File: src/rtl/mem_access_pkg.sv
// Shared types for the memory stage: pipeline records, data-bus request/response, access sizes.
// Used by mem_access and readdata_align.
package mem_access_pkg;
  localparam int DATA_W = 64;
  localparam int ADDR_W = 64;
  localparam int STRB_W = DATA_W / 8;

  typedef logic [DATA_W-1:0] word_t;
  typedef logic [ADDR_W-1:0] addr_t;

  typedef enum logic [1:0] {MSIZE1 = 2'd0, MSIZE2 = 2'd1, MSIZE4 = 2'd2, MSIZE8 = 2'd3} msize_t;

  typedef struct packed {
    logic   memread;
    logic   memwrite;
    msize_t msize;
    logic   memsext;
  } control_t;

  typedef struct packed {
    logic       valid;
    logic [4:0] dst;
    control_t   ctl;
    word_t      aluout;
    word_t      srcb;
  } execute_data_t;

  typedef struct packed {
    logic       valid;
    logic [4:0] dst;
    control_t   ctl;
    word_t      result;
    addr_t      addr;
  } memory_data_t;

  typedef struct packed {
    logic              valid;
    addr_t             addr;
    msize_t            size;
    logic [STRB_W-1:0] strobe;
    word_t             data;
  } dbus_req_t;

  typedef struct packed {
    logic  addr_ok;
    logic  data_ok;
    word_t data;
  } dbus_resp_t;

  typedef enum logic {ST_IDLE = 1'b0, ST_WAIT = 1'b1} mstate_t;

  // Address bits that must be zero for a naturally aligned access.
  function automatic logic [2:0] size_mask(input msize_t s);
    case (s)
      MSIZE1:  return 3'b000;
      MSIZE2:  return 3'b001;
      MSIZE4:  return 3'b011;
      default: return 3'b111;
    endcase
  endfunction

  function automatic logic [STRB_W-1:0] size_strobe(input msize_t s);
    case (s)
      MSIZE1:  return 8'h01;
      MSIZE2:  return 8'h03;
      MSIZE4:  return 8'h0F;
      default: return 8'hFF;
    endcase
  endfunction
endpackage

File: src/rtl/mem_access_readdata_align.sv
// Load-data lane alignment: shifts the addressed bytes down to bit 0, then
// truncates to the access size with sign or zero extension.
module readdata_align
  import mem_access_pkg::*;
(
  input  word_t      i_raw,
  input  logic [2:0] i_addr_lo,
  input  msize_t     i_size,
  input  logic       i_sext,
  output word_t      o_data
);
  word_t w_sh;

  assign w_sh = i_raw >> {i_addr_lo, 3'b000};

  always_comb begin
    o_data = w_sh;
    case (i_size)
      MSIZE1: o_data = i_sext ? {{(DATA_W-8){w_sh[7]}}, w_sh[7:0]}
                              : {{(DATA_W-8){1'b0}}, w_sh[7:0]};
      MSIZE2: o_data = i_sext ? {{(DATA_W-16){w_sh[15]}}, w_sh[15:0]}
                              : {{(DATA_W-16){1'b0}}, w_sh[15:0]};
      MSIZE4: o_data = i_sext ? {{(DATA_W-32){w_sh[31]}}, w_sh[31:0]}
                              : {{(DATA_W-32){1'b0}}, w_sh[31:0]};
      MSIZE8: o_data = w_sh;
    endcase
  end
endmodule

File: src/rtl/mem_access.sv
// Memory stage: issues dbus loads/stores, aligns load data, registers dataM.
// Optional MEM_MISALIGN_TRAP_EN: misaligned accesses trap instead of being force-aligned.
//
//  state   | meaning
//  --------+-------------------------------------------------------------
//  ST_IDLE | accepting dataE; a memory op drives dreq combinationally
//  ST_WAIT | request outstanding; dreq replayed from latched copy
module mem_access
  import mem_access_pkg::*;
(
  input  logic          clk,
  input  logic          resetn,
  input  execute_data_t dataE,
  input  logic          flush,
  output dbus_req_t     dreq,
  input  dbus_resp_t    dresp,
  output logic          stall_m,
  output logic          misalign,
  output memory_data_t  dataM
);
  mstate_t      r_state;
  dbus_req_t    r_req;
  logic [4:0]   r_dst;
  control_t     r_ctl;
  word_t        r_aluout;
  logic         r_drop;
  logic         r_misalign;
  memory_data_t r_dataM;

  logic       w_memop;
  logic       w_misal;
  logic       w_issue;
  logic [2:0] w_lo_mask;
  addr_t      w_addr;
  dbus_req_t  w_new_req;
  word_t      w_load;
  logic [2:0] w_algn_lo;
  msize_t     w_algn_size;
  logic       w_algn_sext;
  logic       w_unused;

  assign w_memop   = dataE.valid & (dataE.ctl.memread | dataE.ctl.memwrite);
  assign w_lo_mask = size_mask(dataE.ctl.msize);

`ifdef MEM_MISALIGN_TRAP_EN
  assign w_misal  = w_memop & (|(dataE.aluout[2:0] & w_lo_mask));
  assign w_addr   = dataE.aluout;
  assign misalign = r_misalign;
`else
  assign w_misal  = 1'b0;
  assign w_addr   = {dataE.aluout[ADDR_W-1:3], dataE.aluout[2:0] & ~w_lo_mask};
  assign misalign = 1'b0;
`endif

  // Gated by resetn so a request vanishes the moment reset is asserted.
  assign w_issue = resetn & (r_state == ST_IDLE) & w_memop & ~w_misal & ~flush;
  assign stall_m = resetn & ((r_state == ST_WAIT) | (w_memop & ~w_misal));

  always_comb begin
    w_new_req       = '0;
    w_new_req.valid = 1'b1;
    w_new_req.addr  = w_addr;
    w_new_req.size  = dataE.ctl.msize;
    if (dataE.ctl.memwrite) begin
      w_new_req.strobe = size_strobe(dataE.ctl.msize) << w_addr[2:0];
      w_new_req.data   = dataE.srcb << {w_addr[2:0], 3'b000};
    end
  end

  always_comb begin
    dreq = '0;
    if (r_state == ST_WAIT) dreq = r_req;
    else if (w_issue)       dreq = w_new_req;
  end

  assign w_algn_lo   = (r_state == ST_WAIT) ? r_req.addr[2:0] : w_addr[2:0];
  assign w_algn_size = (r_state == ST_WAIT) ? r_ctl.msize     : dataE.ctl.msize;
  assign w_algn_sext = (r_state == ST_WAIT) ? r_ctl.memsext   : dataE.ctl.memsext;

  readdata_align u_align (
    .i_raw     (dresp.data),
    .i_addr_lo (w_algn_lo),
    .i_size    (w_algn_size),
    .i_sext    (w_algn_sext),
    .o_data    (w_load)
  );

  assign w_unused = ^{dresp.addr_ok, r_misalign};

  always_ff @(posedge clk or negedge resetn) begin
    if (!resetn) begin
      r_state    <= ST_IDLE;
      r_req      <= '0;
      r_dst      <= '0;
      r_ctl      <= '0;
      r_aluout   <= '0;
      r_drop     <= 1'b0;
      r_misalign <= 1'b0;
      r_dataM    <= '0;
    end else begin
      r_misalign <= 1'b0;
      r_dataM    <= '0;
      case (r_state)
        ST_IDLE: begin
          if (w_issue) begin
            if (dresp.data_ok) begin
              r_dataM.valid  <= 1'b1;
              r_dataM.dst    <= dataE.dst;
              r_dataM.ctl    <= dataE.ctl;
              r_dataM.result <= dataE.ctl.memwrite ? dataE.aluout : w_load;
              r_dataM.addr   <= dataE.aluout;
            end else begin
              r_state  <= ST_WAIT;
              r_req    <= w_new_req;
              r_dst    <= dataE.dst;
              r_ctl    <= dataE.ctl;
              r_aluout <= dataE.aluout;
              r_drop   <= 1'b0;
            end
          end else if (dataE.valid && !flush) begin
            // ALU result, or a trapped misaligned access reporting its address
            r_dataM.valid  <= 1'b1;
            r_dataM.dst    <= dataE.dst;
            r_dataM.ctl    <= dataE.ctl;
            r_dataM.result <= dataE.aluout;
            r_dataM.addr   <= dataE.aluout;
            r_misalign     <= w_misal;
          end
        end
        ST_WAIT: begin
          if (dresp.data_ok) begin
            r_state        <= ST_IDLE;
            r_drop         <= 1'b0;
            r_dataM.valid  <= ~(r_drop | flush);
            r_dataM.dst    <= r_dst;
            r_dataM.ctl    <= r_ctl;
            r_dataM.result <= r_ctl.memwrite ? r_aluout : w_load;
            r_dataM.addr   <= r_aluout;
          end else if (flush) begin
            r_drop <= 1'b1;
          end
        end
        default: r_state <= ST_IDLE;
      endcase
    end
  end

  assign dataM = r_dataM;
endmodule

File: config.mk
export PLATFORM = sky130hd
export DESIGN_NAME = mem_access
export DESIGN_NICKNAME = d
export VERILOG_FILES = /design/src/rtl/mem_access_pkg.sv /design/src/rtl/mem_access_readdata_align.sv /design/src/rtl/mem_access.sv
export SDC_FILE = /design/constraint.sdc
export NUM_CORES = 1
export LEC_CHECK = 0
export CAP_MARGIN = 0
export CORE_MARGIN = 3
export CORE_UTILIZATION = 30
export CTS_CLUSTER_SIZE = 40
export DETAILED_ROUTE_END_ITERATION = 8
export DONT_BUFFER_PORTS = 1
export GPL_TIMING_DRIVEN = 0
export SLEW_MARGIN = 10
export SYNTH_ARGS = -nofsm -noshare
export SYNTH_HDL_FRONTEND = slang
export SYNTH_SLANG_ARGS = --single-unit
File: constraint.sdc
create_clock -name clk -period 5.47 [get_ports clk]
set_input_delay 0.2735 -clock clk [delete_from_list [all_inputs] [get_ports clk]]
set_output_delay 0.2735 -clock clk [all_outputs]
set_load 0.01 [all_outputs]
Yosys cells after proc, flatten, opt, wreduce, memory -nomap -nowiden
Index checks and enable logic that the tools add are counted.
{"block": "totals", "wordCells": 79, "ff_bits": 352}
{"block": "classes", "bitwise": 14, "n_reduce_logical": 6, "mux": 28, "shifts": 3, "eq_ne": 8}
{"op": "139-bit two-way mux", "count": 6}
{"op": "64-bit two-way mux", "count": 5}
{"op": "139-bit one-hot mux with 2 select lines", "count": 1}
{"op": "64-bit one-hot mux with 4 select lines", "count": 1}
{"op": "72-bit two-way mux", "count": 1}
{"op": "64-bit by 6-bit << shifter with 64-bit output", "count": 1}
{"op": "64-bit by 6-bit >> shifter with 64-bit output", "count": 1}
{"op": "8-bit one-hot mux with 3 select lines", "count": 1}
{"op": "3-bit one-hot mux with 3 select lines", "count": 1}
{"op": "8-bit two-way mux", "count": 1}
{"op": "8-bit by 3-bit << shifter with 8-bit output", "count": 1}
{"op": "1-bit two-way mux", "count": 7}
{"op": "2-bit == test (second input constant)", "count": 3}
{"op": "3-bit AND reduction", "count": 2}
{"op": "1-bit AND", "count": 5}
{"op": "2-bit by 1-bit == test with 1-bit output (second input constant)", "count": 2}
{"op": "2-bit logical NOT", "count": 2}
{"op": "2-bit inequality test (second input constant)", "count": 2}
{"op": "1-bit inverter", "count": 4}
{"op": "1-bit one-hot mux with 2 select lines", "count": 2}
{"op": "3-bit AND", "count": 1}
{"op": "3-bit two-way mux", "count": 1}
{"op": "3-bit inequality test (second input constant)", "count": 1}
{"op": "3-bit inverter", "count": 1}
{"op": "other kinds (4)", "count": 6}

Depth between registers and ports, before layout
{"block": "depth", "word_depth": 12, "depth_mapped": 11, "depth_no_buf": 7}

Hierarchy
Synthesis repeated with hierarchy kept, for this count alone.
{"block": "hier_totals", "cells_unflattened": 1979, "area_unflattened_um2": 18562.8}
{"mod": "mem_access", "instances": 1, "cells_each": 1720, "area_per_inst_um2": 16039.1}
{"mod": "readdata_align", "instances": 1, "cells_each": 259, "area_per_inst_um2": 2523.7}

Worst setup path before layout
OpenSTA, ideal clock, no wires.
{"block": "synth_timing", "kind": "register -> register", "start": "reg r_state", "end": "reg r_dataM, in the netlist dataM[87]", "stages_incl_launch_ff": 11, "setup_slack_ns": 3.116, "synth_period_minus_slack_ns": 2.354, "arrival_time_ns": 2.287, "required_time_ns": 5.404, "cell_sequence": "dfrtp_1 > and2_0 > clkbuf_1 > nor2_2 > a21boi_0 > mux4_2 > o22a_1 > buf_6 > buf_6 > a31oi_1 > a221o_1"}
{"block": "synth_via", "elab_chain_cells": 8, "elab_cells_between_ends": 22, "classes_between": "3 x eq/ne; 1 x shift; 13 x mux; 4 x bitwise; 1 x reduce/logical"}
{"item": "start, declared", "line_no": "mem_access.sv:21", "text": "mstate_t r_state;"}
{"item": "start signal, assigned", "line_no": "mem_access.sv:92", "text": "r_state <= ST_IDLE;"}
{"item": "start signal, assigned", "line_no": "mem_access.sv:113", "text": "r_state <= ST_WAIT;"}
{"item": "start signal, assigned", "line_no": "mem_access.sv:132", "text": "r_state <= ST_IDLE;"}
{"item": "3-bit two-way mux", "line_no": "mem_access.sv:76", "text": "assign w_algn_lo = (r_state == ST_WAIT) ? r_req.addr[2:0] : w_addr[2:0];"}
{"item": "64-bit by 6-bit >> shifter with 64-bit output", "line_no": "mem_access_readdata_align.sv:14", "text": "assign w_sh = i_raw >> {i_addr_lo, 3'b000};"}
{"item": "64-bit two-way mux, on equally long branches", "line_no": "mem_access_readdata_align.sv:23, mem_access_readdata_align.sv:19, mem_access_readdata_align.sv:21"}
{"item": "64-bit one-hot mux with 4 select lines", "line_no": "mem_access_readdata_align.sv:18", "text": "case (i_size)"}
{"item": "64-bit two-way mux", "line_no": "mem_access.sv:110", "text": "r_dataM.result <= dataE.ctl.memwrite ? dataE.aluout : w_load;"}
{"item": "139-bit two-way mux", "line_no": "mem_access.sv:106", "text": "if (dresp.data_ok) begin"}
{"item": "139-bit two-way mux", "line_no": "mem_access.sv:105", "text": "if (w_issue) begin"}
{"item": "139-bit one-hot mux with 2 select lines *", "line_no": "mem_access.sv:103", "text": "case (r_state)"}
{"item": "end, declared", "line_no": "mem_access.sv:28", "text": "memory_data_t r_dataM;"}
Every way passes the cells marked *; elsewhere a longest branch is shown, timed or not.
A chain may end at the register's enable or synchronous reset.

==> impl_table.tex <==
\begin{tabular}{lr}
\hline
Metric & Value \\
\hline
\multicolumn{2}{l}{\textbf{Floorplanning}} \\
Core region area & 0.0530 sq mm \\
Starting Density & 30.6\% \\
\# rows & 84 \\
Die Footprint & 0.0568 sq mm \\
Overall die height & 238 um \\
Number of ports placed on the die boundary & 488 \\
Die extent in x & 238 um \\
\multicolumn{2}{l}{\textbf{Placement}} \\
Final weighted congestion in routability-driven placement & 0.980 \\
Post-DP HPWL & 61900 um \\
Number of port buffers & 0 \\
Worst setup slack after placement & 1.32 ns \\
\multicolumn{2}{l}{\textbf{Global route}} \\
Initial antenna violation count & 5 \\
Overall overflow remaining after global route & 0 \\
Global-route wire length before repair & 115000 um \\
Via count of the first global-routing pass & 15500 \\
Overall global routing resource usage & 27.6\% \\
Largest net degree at the start of global routing & 295 \\
\multicolumn{2}{l}{\textbf{Cells and area}} \\
Fraction of final layout cells sized beyond drive strength 1 & 6.95\% \\
\# nets final & 2139 \\
Layout fillers & 5462 \\
Util after Layout & 36.2\% \\
Layout-stage area growth over the synthesis result & 18.3\% \\
\multicolumn{2}{l}{\textbf{Worst setup path}} \\
Sort of element at the start of the critical path & flip-flop \\
Reg-to-reg critical path startpoint & r\_state\$\_DFF\_PN0\_ \\
Peak per-stage delay on the critical path & 0.88 ns \\
Highest-delay cell along the critical path & sky130\_fd\_sc\_hd\_\_clkbuf\_1 \\
Endpoint class of the critical path & output port \\
Internal reg-to-reg setup slack & 1.46 ns \\
Worst-path maximum fanout & 11 \\
Required time of the critical path & 5.20 ns \\
Critical Path, Cell by Cell & buf\_2 > buf\_2 > clkbuf\_1 > clkbuf\_1 > buf\_1 > nand2\_1 > o21ai\_0 \\
Worst setup path class & reg2out \\
Logic depth of the worst register-to-register path & 9 \\
Data arrival at the endpoint of the critical path & 4.15 ns \\
Endpoint of the lowest-slack register-to-register path & dataM[135]\$\_DFF\_PN0\_ \\
\multicolumn{2}{l}{\textbf{Clock network}} \\
Cts repair resizes & 0 \\
H-tree levels & 2 \\
Clock slew at reported path FFs & 0.06 ns \\
Longest Clk Path Bufs & 3 \\
Worst-skew pair later-pin latency & 0.58 ns \\
TritonCTS Buffers & 37 \\
Sink count of the clock tree & 291 \\
CTS Hold Buffers Added & 87 \\
Library cell used as clock root buffer & sky130\_fd\_sc\_hd\_\_clkbuf\_16 \\
Clock tree from TritonCTS & built \\
\multicolumn{2}{l}{\textbf{Synth}} \\
Yosys cell types & 64 \\
Synthesized instance count & 1805 \\
Cell types occupying the most area after synthesis & sky130\_fd\_sc\_hd\_\_dfrtp\_1 45\%, sky130\_fd\_sc\_hd\_\_a22o\_1 12\%, sky130\_fd\_sc\_hd\_\_nand2\_1 10\% \\
Most frequent cells after synthesis & 440 x sky130\_fd\_sc\_hd\_\_nand2\_1, 291 x sky130\_fd\_sc\_hd\_\_dfrtp\_1, 213 x sky130\_fd\_sc\_hd\_\_a22o\_1, 113 x sky130\_fd\_sc\_hd\_\_clkbuf\_1, 110 x sky130\_fd\_sc\_hd\_\_o21ai\_0 \\
Count of yosys warnings during synthesis & 0 \\
Share of the synthesized area in the top cell type & 44.9\% \\
Post-Synthesis Net Count & 2013 \\
Netlist Area Pre-Place & 0.0162 sq mm \\
Number of enable flip-flop cells after synthesis & 0 \\
Sequential area share after synthesis & 44.9\% \\
Proportion of synthesized flip-flops having asynchronous set or reset & 100\% \\
Largest area contributor in the netlist & sky130\_fd\_sc\_hd\_\_dfrtp\_1 \\
Number of flip-flops and latches in the synthesized netlist & 291 \\
Most frequent cell after synthesis & sky130\_fd\_sc\_hd\_\_nand2\_1 \\
Primary FF master, synth & sky130\_fd\_sc\_hd\_\_dfrtp\_1 \\
Avg Inst Size Synth & 8.98 sq um \\
\multicolumn{2}{l}{\textbf{Outcome}} \\
Result of the run & finished, violations left \\
Violated checks & hold timing \\
\multicolumn{2}{l}{\textbf{Min path}} \\
Path type of the worst min-delay path & in2async \\
\multicolumn{2}{l}{\textbf{Power and ir drop}} \\
Proportion of power drawn by the clock network & 39.9\% \\
Sw Ratio & 31.4\% \\
Switching pwr & 1.97 mW \\
Gate power share & 17.0\% \\
IR Drop Worst-Case VDD & 196 uV \\
Portion of total power attributed to sequential cells & 43.1\% \\
Cell Pwr Density & 328 mW/mm\^{}2 \\
Cell leakage power & 8.56 nW \\
Internal power & 4.31 mW \\
\multicolumn{2}{l}{\textbf{Route}} \\
Detail-routed net length per standard cell & 30.8 um \\
Post-detailed-routing wire length & 81500 um \\
ANT nets after route & 0 \\
Vias & 15800 \\
DRC violation count after routing & 0 \\
Router iterations before antenna repair & 5 \\
Vias per cell & 5.97 \\
DR iter-0 viols & 1737 \\
\multicolumn{2}{l}{\textbf{Timing}} \\
Minimum hold slack & -0.607 ns \\
Setup skew after layout & 0.0255 ns \\
Achievable Freq & 226 MHz \\
Actual slew at the worst max-slew pin & 1.34 ns \\
Final hold vios & 291 \\
Slack of the critical path & 1.05 ns \\
Worst slew margin relative to its limit & 10.5\% \\
Final setup viols & 0 \\
Unrepaired setup endpoints after global routing & no \\
Number of max-slew violations in the final report & 0 \\
Shortest clock period the worst path allows after layout & 4.42 ns \\
Final worst-path cycle share & 80.8\% \\
Setup tns final & 0 ns \\
\multicolumn{2}{l}{\textbf{Run}} \\
Max-capacitance violation count & 0 \\
\hline
\end{tabular}
[worst max path at each step]
stage	slack (ns)	endpoint	cells after the start	start
2_1_floorplan	3.12	dataM[87]$_DFF_PN0_	10	r_state$_DFF_PN0_
3_3_place_gp	1.30	dataM[129]$_DFF_PN0_	10	r_state$_DFF_PN0_
3_5_place_dp	1.32	dataM[129]$_DFF_PN0_	10	r_state$_DFF_PN0_
4_1_cts	0.98	dreq[10]	7	r_state$_DFF_PN0_
5_1_grt	0.86	dreq[8]	7	r_state$_DFF_PN0_
6_report	1.05	dreq[13]	7	r_state$_DFF_PN0_
[placed cells by master (no fill, tap or decap), types with 15 or more instances in the layout]
master	count
sky130_fd_sc_hd__a211oi_1	15
sky130_fd_sc_hd__dfrtp_1	291
sky130_fd_sc_hd__clkbuf_16	38
sky130_fd_sc_hd__nand2_1	440
sky130_fd_sc_hd__buf_1	22
sky130_fd_sc_hd__nor2_1	85
sky130_fd_sc_hd__clkbuf_1	126
sky130_fd_sc_hd__a21boi_0	19
sky130_fd_sc_hd__dlygate4sd3_1	87
sky130_fd_sc_hd__a21oi_1	92
sky130_fd_sc_hd__mux2_2	39
sky130_fd_sc_hd__a31oi_1	17
sky130_fd_sc_hd__buf_2	16
sky130_fd_sc_hd__a22o_1	213
sky130_fd_sc_hd__nand3_1	27
sky130_fd_sc_hd__a22oi_1	62
sky130_fd_sc_hd__and2_1	20
sky130_fd_sc_hd__o21ai_0	110
sky130_fd_sc_hd__mux2i_1	69
[layer usage]
metal  vias to the layer above  global-route usage, %  share of wire (%)
li1                       6791                      -                  -
met1                      7929                   31.3                 36
met2                       922                   46.7                 48
met3                       157                   11.2                 12
met4                         4                   10.6                4.0
met5                         -                      0              0.039
[through the flow]
stage	cells	total power, mW	hold WS [ns]	area, sq um
floorplan	1805	3.34	-0.0221	16200
global placement	2493	3.69	-0.0153	17100
detailed placement	2493	3.72	-0.0156	17100
CTS	2646	6.32	-0.630	19200
global route	2646	6.53	-0.626	19200
finish	2648	6.28	-0.607	19200
[power by group through the flow]
stage	registers [mW]	clock network, mW	logic [mW]
finish	2.70	2.51	1.07
global route	2.73	2.63	1.16
CTS	2.70	2.56	1.06
detailed placement	2.74	0	0.981
global placement	2.73	0	0.964
floorplan	2.65	0	0.691
[cells by family after synthesis]
logic type,after synthesis,synth area share [%]
mux,116,8.08
simple gates,618,15.7
compound gates,608,26.9
flops,291,44.9
other cells,1,0.0231
buf+inv,171,4.29
[sequential cells by signal, indices dropped and copies added (netlist names)]
register	count
dataM	139
r_aluout	3
r_ctl	5
r_drop	1
r_dst	5
r_req	137
r_state	1
[what timing repair did]
action	CTS	global route
endpoints found under the hold margin	510	291
setup buffers	0	0
endpoints found under the setup margin	0	0
[cell type report]
cell class / instances / area, sq um / share of cell area (%)
clock inverter: 8 / 123 / 0.640
timing repair buffer: 87 / 871 / 4.54
inverter: 14 / 52.6 / 0.274
tap: 688 / 861 / 4.49
sequential: 291 / 7280 / 38.0
multi-input combinational: 1343 / 8230 / 42.9
buffer: 157 / 643 / 3.36
clock buffer: 58 / 1100 / 5.72
antenna: 2 / 5.00 / 0.0261
[critical path, delay by kind of cell, from the launching register on]
kind | cells | cell delay (ns)
AO/OA/AOI/OAI | 1 | 0.33
flip-flops | 1 | 0.39
AND/OR/NAND/NOR | 1 | 0.10
buffers and inverters | 5 | 2.72
(Power assumes the default switching activity.)
